## src/rtl/xbus_arb2.sv

```systemverilog
// Two-master round-robin arbiter for the shared memory/peripheral bus.
// Writes pass straight through; a read holds the bus until its response or a timeout.
module xbus_arb2 #(
    parameter int unsigned       ADDR_W       = 32,
    parameter int unsigned       DATA_W       = 32,
    parameter int unsigned       RESP_TIMEOUT = 255,
    parameter logic [DATA_W-1:0] ERR_DATA     = 32'hDEADBEEF
) (
    input  logic                clk_i,
    input  logic                rst_i,
    // master 0 (CPU data)
    input  logic                m0_req_i,
    input  logic                m0_we_i,
    input  logic [ADDR_W-1:0]   m0_addr_i,
    input  logic [DATA_W/8-1:0] m0_be_i,
    input  logic [DATA_W-1:0]   m0_wdata_i,
    output logic                m0_ack_o,
    output logic                m0_resp_o,
    output logic [DATA_W-1:0]   m0_rdata_o,
    // master 1 (UART debug/loader)
    input  logic                m1_req_i,
    input  logic                m1_we_i,
    input  logic [ADDR_W-1:0]   m1_addr_i,
    input  logic [DATA_W/8-1:0] m1_be_i,
    input  logic [DATA_W-1:0]   m1_wdata_i,
    output logic                m1_ack_o,
    output logic                m1_resp_o,
    output logic [DATA_W-1:0]   m1_rdata_o,
    // shared slave bus
    output logic                s_req_o,
    output logic                s_we_o,
    output logic [ADDR_W-1:0]   s_addr_o,
    output logic [DATA_W/8-1:0] s_be_o,
    output logic [DATA_W-1:0]   s_wdata_o,
    input  logic                s_ack_i,
    input  logic                s_resp_i,
    input  logic [DATA_W-1:0]   s_rdata_i,
    output logic                err_o,
    // observation of registered arbiter state
    output logic                dbg_state_o,
    output logic                dbg_rr_ptr_o
);

    localparam int unsigned CNT_W = $clog2(RESP_TIMEOUT + 1);

    typedef enum logic {
        IDLE      = 1'b0,
        WAIT_RESP = 1'b1
    } state_e;

    // Handshake: a request transfers in the cycle where req and ack are both high;
    // every accepted read is answered by exactly one resp pulse in a later cycle.
    state_e             state_q, state_d;
    logic               rr_ptr_q, rr_ptr_d;
    logic               owner_q, owner_d;
    logic [CNT_W-1:0]   cnt_q, cnt_d;

    logic               gnt;
    logic               any_req;
    logic               resp_hit;
    logic [DATA_W-1:0]  resp_data;

    always_comb begin
        state_d   = state_q;
        rr_ptr_d  = rr_ptr_q;
        owner_d   = owner_q;
        cnt_d     = cnt_q;
        resp_hit  = 1'b0;
        resp_data = '0;

        m0_ack_o   = 1'b0;
        m1_ack_o   = 1'b0;
        m0_resp_o  = 1'b0;
        m1_resp_o  = 1'b0;
        m0_rdata_o = '0;
        m1_rdata_o = '0;
        err_o      = 1'b0;
        s_req_o    = 1'b0;

        any_req = m0_req_i | m1_req_i;
        gnt     = (m0_req_i & m1_req_i) ? rr_ptr_q : m1_req_i;

        // With no requester gnt is 0, so the idle bus carries master 0's bundle.
        s_we_o    = gnt ? m1_we_i    : m0_we_i;
        s_addr_o  = gnt ? m1_addr_i  : m0_addr_i;
        s_be_o    = gnt ? m1_be_i    : m0_be_i;
        s_wdata_o = gnt ? m1_wdata_i : m0_wdata_i;

        if (!rst_i) begin
            case (state_q)
                IDLE: begin
                    s_req_o = any_req;
                    if (any_req && s_ack_i) begin
                        m0_ack_o = ~gnt;
                        m1_ack_o = gnt;
                        rr_ptr_d = ~gnt;
                        if (!s_we_o) begin
                            owner_d = gnt;
                            cnt_d   = CNT_W'(1);
                            state_d = WAIT_RESP;
                        end
                    end
                end
                WAIT_RESP: begin
                    // A real response in the timeout cycle takes priority over the error.
                    if (s_resp_i) begin
                        resp_hit  = 1'b1;
                        resp_data = s_rdata_i;
                        state_d   = IDLE;
                    end else if (cnt_q == CNT_W'(RESP_TIMEOUT)) begin
                        resp_hit  = 1'b1;
                        resp_data = ERR_DATA;
                        err_o     = 1'b1;
                        state_d   = IDLE;
                    end else begin
                        cnt_d = cnt_q + CNT_W'(1);
                    end
                end
                default: state_d = IDLE;
            endcase
        end

        if (resp_hit) begin
            if (owner_q) begin
                m1_resp_o  = 1'b1;
                m1_rdata_o = resp_data;
            end else begin
                m0_resp_o  = 1'b1;
                m0_rdata_o = resp_data;
            end
        end

        dbg_state_o  = (state_q == WAIT_RESP);
        dbg_rr_ptr_o = rr_ptr_q;
    end

    always_ff @(posedge clk_i) begin
        if (rst_i) begin
            state_q  <= IDLE;
            rr_ptr_q <= 1'b0;
            owner_q  <= 1'b0;
            cnt_q    <= '0;
        end else begin
            state_q  <= state_d;
            rr_ptr_q <= rr_ptr_d;
            owner_q  <= owner_d;
            cnt_q    <= cnt_d;
        end
    end

endmodule

```

## config.mk

```make
export PLATFORM = sky130hd
export DESIGN_NAME = xbus_arb2
export DESIGN_NICKNAME = d
export VERILOG_FILES = /design/src/rtl/xbus_arb2.sv
export SDC_FILE = /design/constraint.sdc
export NUM_CORES = 1
export LEC_CHECK = 0
export CAP_MARGIN = 20
export CORE_AREA = 5 5 120 122
export DETAILED_ROUTE_END_ITERATION = 8
export DIE_AREA = 0 0 125 127
export GPL_TIMING_DRIVEN = 1
export SYNTH_ARGS = -nofsm -noshare
export SYNTH_HDL_FRONTEND = slang
export SYNTH_SLANG_ARGS = --single-unit
```

## constraint.sdc

```tcl
create_clock -name clk_i -period 4.9 [get_ports clk_i]
set_clock_uncertainty 0.15 [all_clocks]
set_input_delay 0.98 -clock clk_i [delete_from_list [all_inputs] [get_ports clk_i]]
set_output_delay 0.98 -clock clk_i [all_outputs]
set_load 0.03 [all_outputs]
```

After elaboration in Yosys (flattened, before gate mapping)
Cells that the tools add are included.
{"block": "classes", "add_sub_neg": 1, "eq_ne": 5, "mux": 42, "bitwise_logic": 5, "n_reduce_logical": 4}
{"cell": "2-to-1 mux 32 bit", "n": 10}
{"cell": "2-to-1 mux 8 bit", "n": 4}
{"cell": "2-to-1 mux 1 bit", "n": 25}
{"cell": "case mux 8 bit (2 select lines)", "n": 1}
{"cell": "adder 8 x 1 -> 8 bit (second input constant)", "n": 1}
{"cell": "equality test 8 bit (second input constant)", "n": 1}
{"cell": "inequality test 2 bit (second input constant)", "n": 4}
{"cell": "2-to-1 mux 4 bit", "n": 1}
{"cell": "AND reduction 4 bit", "n": 1}
{"cell": "inverter 1 bit", "n": 3}
{"cell": "AND reduction 3 bit", "n": 1}
{"cell": "case mux 1 bit (2 select lines)", "n": 1}
{"cell": "AND reduction 2 bit", "n": 1}
{"cell": "bitwise AND 1 bit", "n": 1}
{"cell": "logical AND 1 bit", "n": 1}
{"cell": "bitwise OR 1 bit", "n": 1}
{"block": "totals", "ff_bits": 11, "input_bits": 176, "output_inout_bits": 141, "elab_cells": 61}

Longest topological paths before layout
Gate-level depths: netlist of the first run.
{"block": "logic_depth", "depth_word": 7, "mapped_depth": 7, "ltp_nobuf": 5}

Worst setup path before layout of the first run
OpenSTA, ideal clock, no wires.
{"block": "synth_timing", "path_type": "input-to-output", "from": "input port m0_req_i", "to": "output port m0_ack_o", "t_arrival_ns": 2.334, "required_ns": 3.770, "slack_ns": 1.436, "stages": 4, "cell_sequence": "nand2b_1 -> nand2_1 -> clkbuf_1 -> nor3b_1"}
{"block": "synth_between", "elab_chain_len": 6}
{"item": "from (decl)", "line_no": "12", "text": "input logic m0_req_i,"}
{"item": "bitwise AND 1 bit", "line_no": "81", "text": "gnt = (m0_req_i & m1_req_i) ? rr_ptr_q : m1_req_i;"}
{"item": "2-to-1 mux 1 bit", "line_no": "81"}
{"item": "inverter 1 bit", "line_no": "94", "text": "m0_ack_o = ~gnt;"}
{"item": "2-to-1 mux 1 bit (*)", "line_no": "93", "text": "if (any_req && s_ack_i) begin"}
{"item": "2-to-1 mux 1 bit (*)", "line_no": "90", "text": "case (state_q)"}
{"item": "2-to-1 mux 1 bit (*)", "line_no": "89", "text": "if (!rst_i) begin"}
{"item": "to (decl)", "line_no": "17", "text": "output logic m0_ack_o,"}
Every way passes the cells marked *; elsewhere a longest branch is shown, timed or not.

Worst setup path after layout of the first run
{"block": "layout_timing", "from": "input port rst_i", "to": "output port m0_rdata_o[16]"}
{"block": "layout_between", "elab_chain_len": 3}
{"item": "from (decl)", "line_no": "10", "text": "input logic rst_i,"}
{"item": "2-to-1 mux 32 bit", "line_no": "89"}
{"item": "2-to-1 mux 32 bit", "line_no": "124", "text": "if (owner_q) begin"}
{"item": "2-to-1 mux 32 bit (*)", "line_no": "123", "text": "if (resp_hit) begin"}
{"item": "to (decl)", "line_no": "19", "text": "output logic [DATA_W-1:0] m0_rdata_o,"}
Marks and branches as above.

==> results of run 1 <==
==> cell type report <==
cell class	count	area (µm²)
flip-flops and latches	11	220
fillers	1286	7650
multi-input cells	227	1640
well taps	176	220
clock buffers	4	78.8
repair buffers	320	3260
inverters	5	18.8
==> worst paths after layout <==
| path | start | to | slack (ps) |
|---|---|---|---|
| worst max-delay path | rst_i | m0_rdata_o[16] | 560 |
| worst min register to register | cnt_q[5] | cnt_q[5] | 360 |
| worst min-delay path | cnt_q[5] | cnt_q[5] | 360 |
| worst max register to register | cnt_q[0] | cnt_q[1] | 3090 |
==> cell families after synthesis <==
kind of cell               after synthesis  synth area share (%)
DFF                                     11                  11.1
AOI/OAI and AO/OA                       23                  7.99
muxes                                   70                  39.5
buffers and inverters                   25                  6.73
and+or+nand+nor                        133                  34.1
adders and majority gates                1                 0.629
==> power by group <==
group	total, mW	leakage, nW	internal (mW)	switching (mW)
sequential	0.0972	0.0893	0.0925	0.00474
clock	0.152	0.0382	0.109	0.0423
combinational	0.514	1.92	0.282	0.232
==> per-stage QoR <==
stage / cell area (µm²) / hold WS [ps]
after floorplan: 1990 / 319
after global placement: 5350 / 342
after detailed placement: 5350 / 360
after CTS: 5430 / 370
after global routing: 5430 / 407
final: 5430 / 363
==> layer usage <==
layer  share of wire, %  track usage, %  routed length, µm  up-vias
met2                 54            32.7               8000      130
met3                6.6            4.80                976       12
li1                   -               -                  -     1514
met4                1.6            2.68                238        0
met1                 38            19.5               5540     1446
met5                  0               0                  0        -
==> sequential cells by signal, indices dropped and copies added, names as in the netlist <==
name / flops
cnt_q: 8
dbg_state_o: 1
owner_q: 1
dbg_rr_ptr_o: 1
==> cell usage in the layout (no fill, tap or decap), types with 2 or more instances in the layout <==
cell,netlist,layout
a31oi_1,7,7
nor3_1,4,4
mux2_2,68,68
dfxtp_1,11,11
nand2b_1,6,6
clkdlybuf4s50_1,0,306
buf_12,0,7
inv_1,5,5
clkbuf_16,0,3
nor3b_1,2,2
mux2i_1,2,2
and2_1,16,16
a21oi_1,2,2
nor2_1,53,53
nand3b_1,3,3
o21ai_0,5,5
nand2_1,9,8
nand3_1,6,6
and3_1,2,2
nor2b_1,28,28
buf_4,0,7
==> critical path, stage by stage <==
cell	delay, ps
clkdlybuf4s50_1	420
nand2b_1	180
or3_1	680
nor2_1	240
clkdlybuf4s50_1	690
==> results.md, run 1 <==
* Vias in the first global route at 3067
* Total CTS buffers at 3
* DPL Wire Length at 12.9 mm
* Area of the mapped netlist at 1990 µm²
* GRT overflow at 0
* Cts hold-fix bufs at 0
* Final #Nets at 745
* Max Cap Viol at 0
* PwrDens at 140 nW/µm²
* Routability cong. at 0.904
* Htree depth at 1
* Max-slew headroom at 45.8%
* DR iter-0 viols at 167
* First-pass GRT wire length at 21.1 mm
* Pre-CTS setup slack at 559 ps
* DIE WIDTH at 125 µm
* Area Overhead vs Synth at 173%
* Critical path endpoint category: output pin
* Clk_lat worst skew at 240 ps
* Mean routed wirelength per cell at 19.9 µm
* Yosys top cell area share at 38.5%
* Top post-synthesis cells by count: mux2_2 (68), nor2_1 (53), nor2b_1 (28), and2_1 (16), dfxtp_1 (11)
* Endpoints failing hold at 0
* Ys Warns at 0
* Routed WL at 14.8 mm
* Fin. max-slew vios at 0
* Total number of vias at 3102
* # diodes at 0
* Pre-antenna DRT Iters at 4
* DR vias/cell at 4.17
* Share of cells above drive strength 1 at 15.9%
* HP Class: register to register
* Cells resized by post-CTS repair at 0
* Initial core utilization at 15.2%
* Pwr Total at 0.763 mW
* Number of clock sinks at 11
* Post-synth EDFFs at 0
* Ranking of synthesized cells by area: mux2_2 (38%), dfxtp_1 (11%), nor2_1 (10%)
* Final WS setup at 565 ps
* Final core occ at 41.5%
* Critical Path AT at 3210 ps
* Critical Path RT at 3770 ps
* PortBufs at 316
* Worst r2r path cells at 5
* Critical path type: input port to output pin
* Netlist cell types at 36
* Status: complete, no violations
* Pleak at 2.05 nW
* Post-synthesis async set-or-reset flop share at 0%
* Rows at 42
* Worst ir drop on vdd at 0.0847 mV
* Final setup fails at 0
* RSZ-0062 raised after global routing: false
* Die Area at 15900 µm²
* Top_reg_cell synth: dfxtp_1
* Core ar. at 13100 µm²
* CTS tree: done
* Pin count of the biggest net entering global routing at 69
* Final std cells w/o fill at 743
* Fmax at 0.231 GHz
* Post-synthesis cell count at 263
* Antenna viol nets, final at 0
* Crit-path max FO at 25
* Clock slew at reported path FFs at 40 ps
* Dpl cells at 739
* CTS Buffer Depth at 2
* Total track usage at 17.2%
* # DRC at 0
* #FFs+latches synth at 11
* Setup bufs post-CTS at 0
* Die Ht at 127 µm
* Sum Neg Setup Slack at 0 ps
* Cells on Worst Hold Path at 1
* Synth area leader: mux2_2
* I/O pin cnt at 317
* Period utilization at 88.5%
* Most common cell in the netlist: mux2_2
* Mean post-synth cell area at 7.56 µm²
* Root Buffer: clkbuf_16
* Antenna violations before repair at 0
* Syn Nets at 440
* Sequential-to-total area share from yosys stat at 11.1%
* CP Launch Type: input port
* Tmin final at 4340 ps
* Worst-margin pin slew at 813 ps
(Power assumes the default switching activity.)
==> run 2, diff against run 1 <==
--- a/config.mk
+++ b/config.mk
@@ -10,6 +10,7 @@
 export DETAILED_ROUTE_END_ITERATION = 8
 export DIE_AREA = 0 0 125 127
 export GPL_TIMING_DRIVEN = 1
+export PLACE_DENSITY_LB_ADDON = 0.05
 export SYNTH_ARGS = -nofsm -noshare
 export SYNTH_HDL_FRONTEND = slang
 export SYNTH_SLANG_ARGS = --single-unit
==> results.md, run 2 (synthesized netlist as in run 1, its figures left out) <==
* Clk_lat worst skew at 240 ps (about the same)
* Commonest non-fill, non-tap cell in the layout: clkdlybuf4s50_1
* Antenna viol nets, final at 0 (unchanged)
* Rows at 42 (unchanged)
* Placed cell areas at 5320 µm² (-0.56%)
* Fmax at 0.231 GHz (+0.13%)
* Final core occ at 41.3% (-0.22 points)
* Pre-antenna DRT Iters at 4 (unchanged)
* # DRC at 0 (unchanged)
* Die Area at 15900 µm² (unchanged)
* Final #Nets at 747 (+0.27%)
* Vias in the first global route at 3146 (+2.6%)
* Routability cong. at 0.887 (-1.9%)
* Mean routed wirelength per cell at 19.3 µm (-2.8%)
* Critical path endpoint category: output pin
* Critical path type: input port to output pin
* DR vias/cell at 4.16 (-0.46%)
* PortBufs at 316 (unchanged)
* Status: complete, no violations
* Clock slew at reported path FFs at 40 ps (about the same)
* Total number of vias at 3096 (-0.19%)
* Crit-path max FO at 31 (+24%)
* Core ar. at 13100 µm² (unchanged)
* CTS tree: done
* Cts hold-fix bufs at 0 (unchanged)
* Critical Path AT at 3200 ps (about the same)
* Worst r2r path cells at 5 (unchanged)
* Htree depth at 1 (unchanged)
* Commonest non-fill, non-tap cells in the layout: clkdlybuf4s50_1 (313), mux2_2 (68), nor2_1 (53), nor2b_1 (28), and2_1 (16)
* First-pass GRT wire length at 20.5 mm (-2.7%)
* Setup bufs post-CTS at 0 (unchanged)
* Tmin final at 4330 ps (-5.56 ps)
* Routed WL at 14.4 mm (-2.5%)
* Critical Path RT at 3770 ps (about the same)
* Seq. cell area at 220 µm² (unchanged)
* Number of clock sinks at 11 (unchanged)
* PwrDens at 141 nW/µm² (+0.38%)
* Cells on Worst Hold Path at 2 (+1)
* Share of cells above drive strength 1 at 15.1% (-0.76 points)
* Fillers at 1297 (+0.86%)
* Final setup fails at 0 (unchanged)
* Final std cells w/o fill at 745 (+0.27%)
* Total CTS buffers at 3 (unchanged)
* Root Buffer: clkbuf_16
* Max-slew headroom at 48.7% (+2.9 points)
* Pleak at 2.04 nW (-0.61%)
* DR iter-0 viols at 101 (-40%)
* DIE WIDTH at 125 µm (unchanged)
* Worst ir drop on vdd at 0.142 mV (+68%)
* Area of the multi-input gates at 1640 µm² (unchanged)
* Pwr Total at 0.762 mW (-0.16%)
* Reg2Reg Setup Slack at 3060 ps (-30 ps)
* HP Class: register to register
* Dpl cells at 741 (+0.27%)
* WHS Endpoint: cnt_q[7]
* Cells resized by post-CTS repair at 0 (unchanged)
* Fin. max-slew vios at 0 (unchanged)
* DPL Wire Length at 12.5 mm (-3.2%)
* Die Ht at 127 µm (unchanged)
* RSZ-0062 raised after global routing: false
* Endpoints failing hold at 0 (unchanged)
* CP Launch Type: input port
* Reg-to-reg startpoint: cnt_q[0]
* Period utilization at 88.4% (-0.11 points)
* GRT overflow at 0 (unchanged)
* I/O pin cnt at 317 (unchanged)
* Total track usage at 16.6% (-0.65 points)
* Worst-margin pin slew at 770 ps (-42.9 ps)
* Sum Neg Setup Slack at 0 ps (unchanged)
* Area Overhead vs Synth at 172%
* Hold Startpoint: cnt_q[7]
* Initial core utilization at 15.2% (unchanged)
* CTS Buffer Depth at 2 (unchanged)
* FF-to-FF End: cnt_q[1]
* Antenna violations before repair at 0 (unchanged)
* Pin count of the biggest net entering global routing at 32 (-54%)
* Max Cap Viol at 0 (unchanged)
* Max reg flops at 8 (unchanged)
* Most flops, register: cnt_q
* Design area at 5400 µm² (-0.53%)
* # diodes at 0 (unchanged)
-- run 2: through the flow --
stage,hold slack [ps],worst slack [ps]
after floorplan,319,1440
after global placement,347,542
after detailed placement,364,549
after CTS,373,536
after global routing,400,410
final,368,570
-- run 2: metal layers --
metal	part of all wire, %	GRT usage (%)	up-vias
met4	1.5	3.13	0
met3	5.8	4.01	12
met1	40	19.3	1430
met2	53	31.1	130
met5	0	0	-
li1	-	-	1524
-- run 2: critical path: stages --
cell and delay (ps):
clkdlybuf4s50_1 480, nand2b_1 100, nand2_2 340, buf_12 260, mux2_2 380, clkdlybuf4s50_1 660
-- run 2: area by class of cell --
type	instances	area share, %
Multi-Input combinational cell	227	30.3
Sequential cell	11	4.08
Tap cell	176	4.08
Timing Repair Buffer	322	59.7
Clock buffer	3	1.39
Inverter	5	0.347
Clock inverter	1	0.0926
-- run 2: power by group --
group	total (mW)	internal [mW]	switching, mW
registers	0.0968	0.0925	0.00431
clock network	0.152	0.108	0.0435
logic	0.513	0.283	0.230
-- run 2: worst max-delay path by stage --
| stage | startpoint | end | slack [ps] | cells past startpoint |
|---|---|---|---|---|
| 2_1_floorplan | m0_req_i | m0_ack_o | 1440 | 4 |
| 3_3_place_gp | m0_req_i | s_wdata_o[28] | 540 | 6 |
| 3_5_place_dp | m0_req_i | s_wdata_o[28] | 550 | 6 |
| 4_1_cts | m0_req_i | s_wdata_o[28] | 540 | 6 |
| 5_1_grt | rst_i | m0_rdata_o[9] | 410 | 5 |
| 6_report | m0_req_i | s_wdata_o[28] | 570 | 6 |
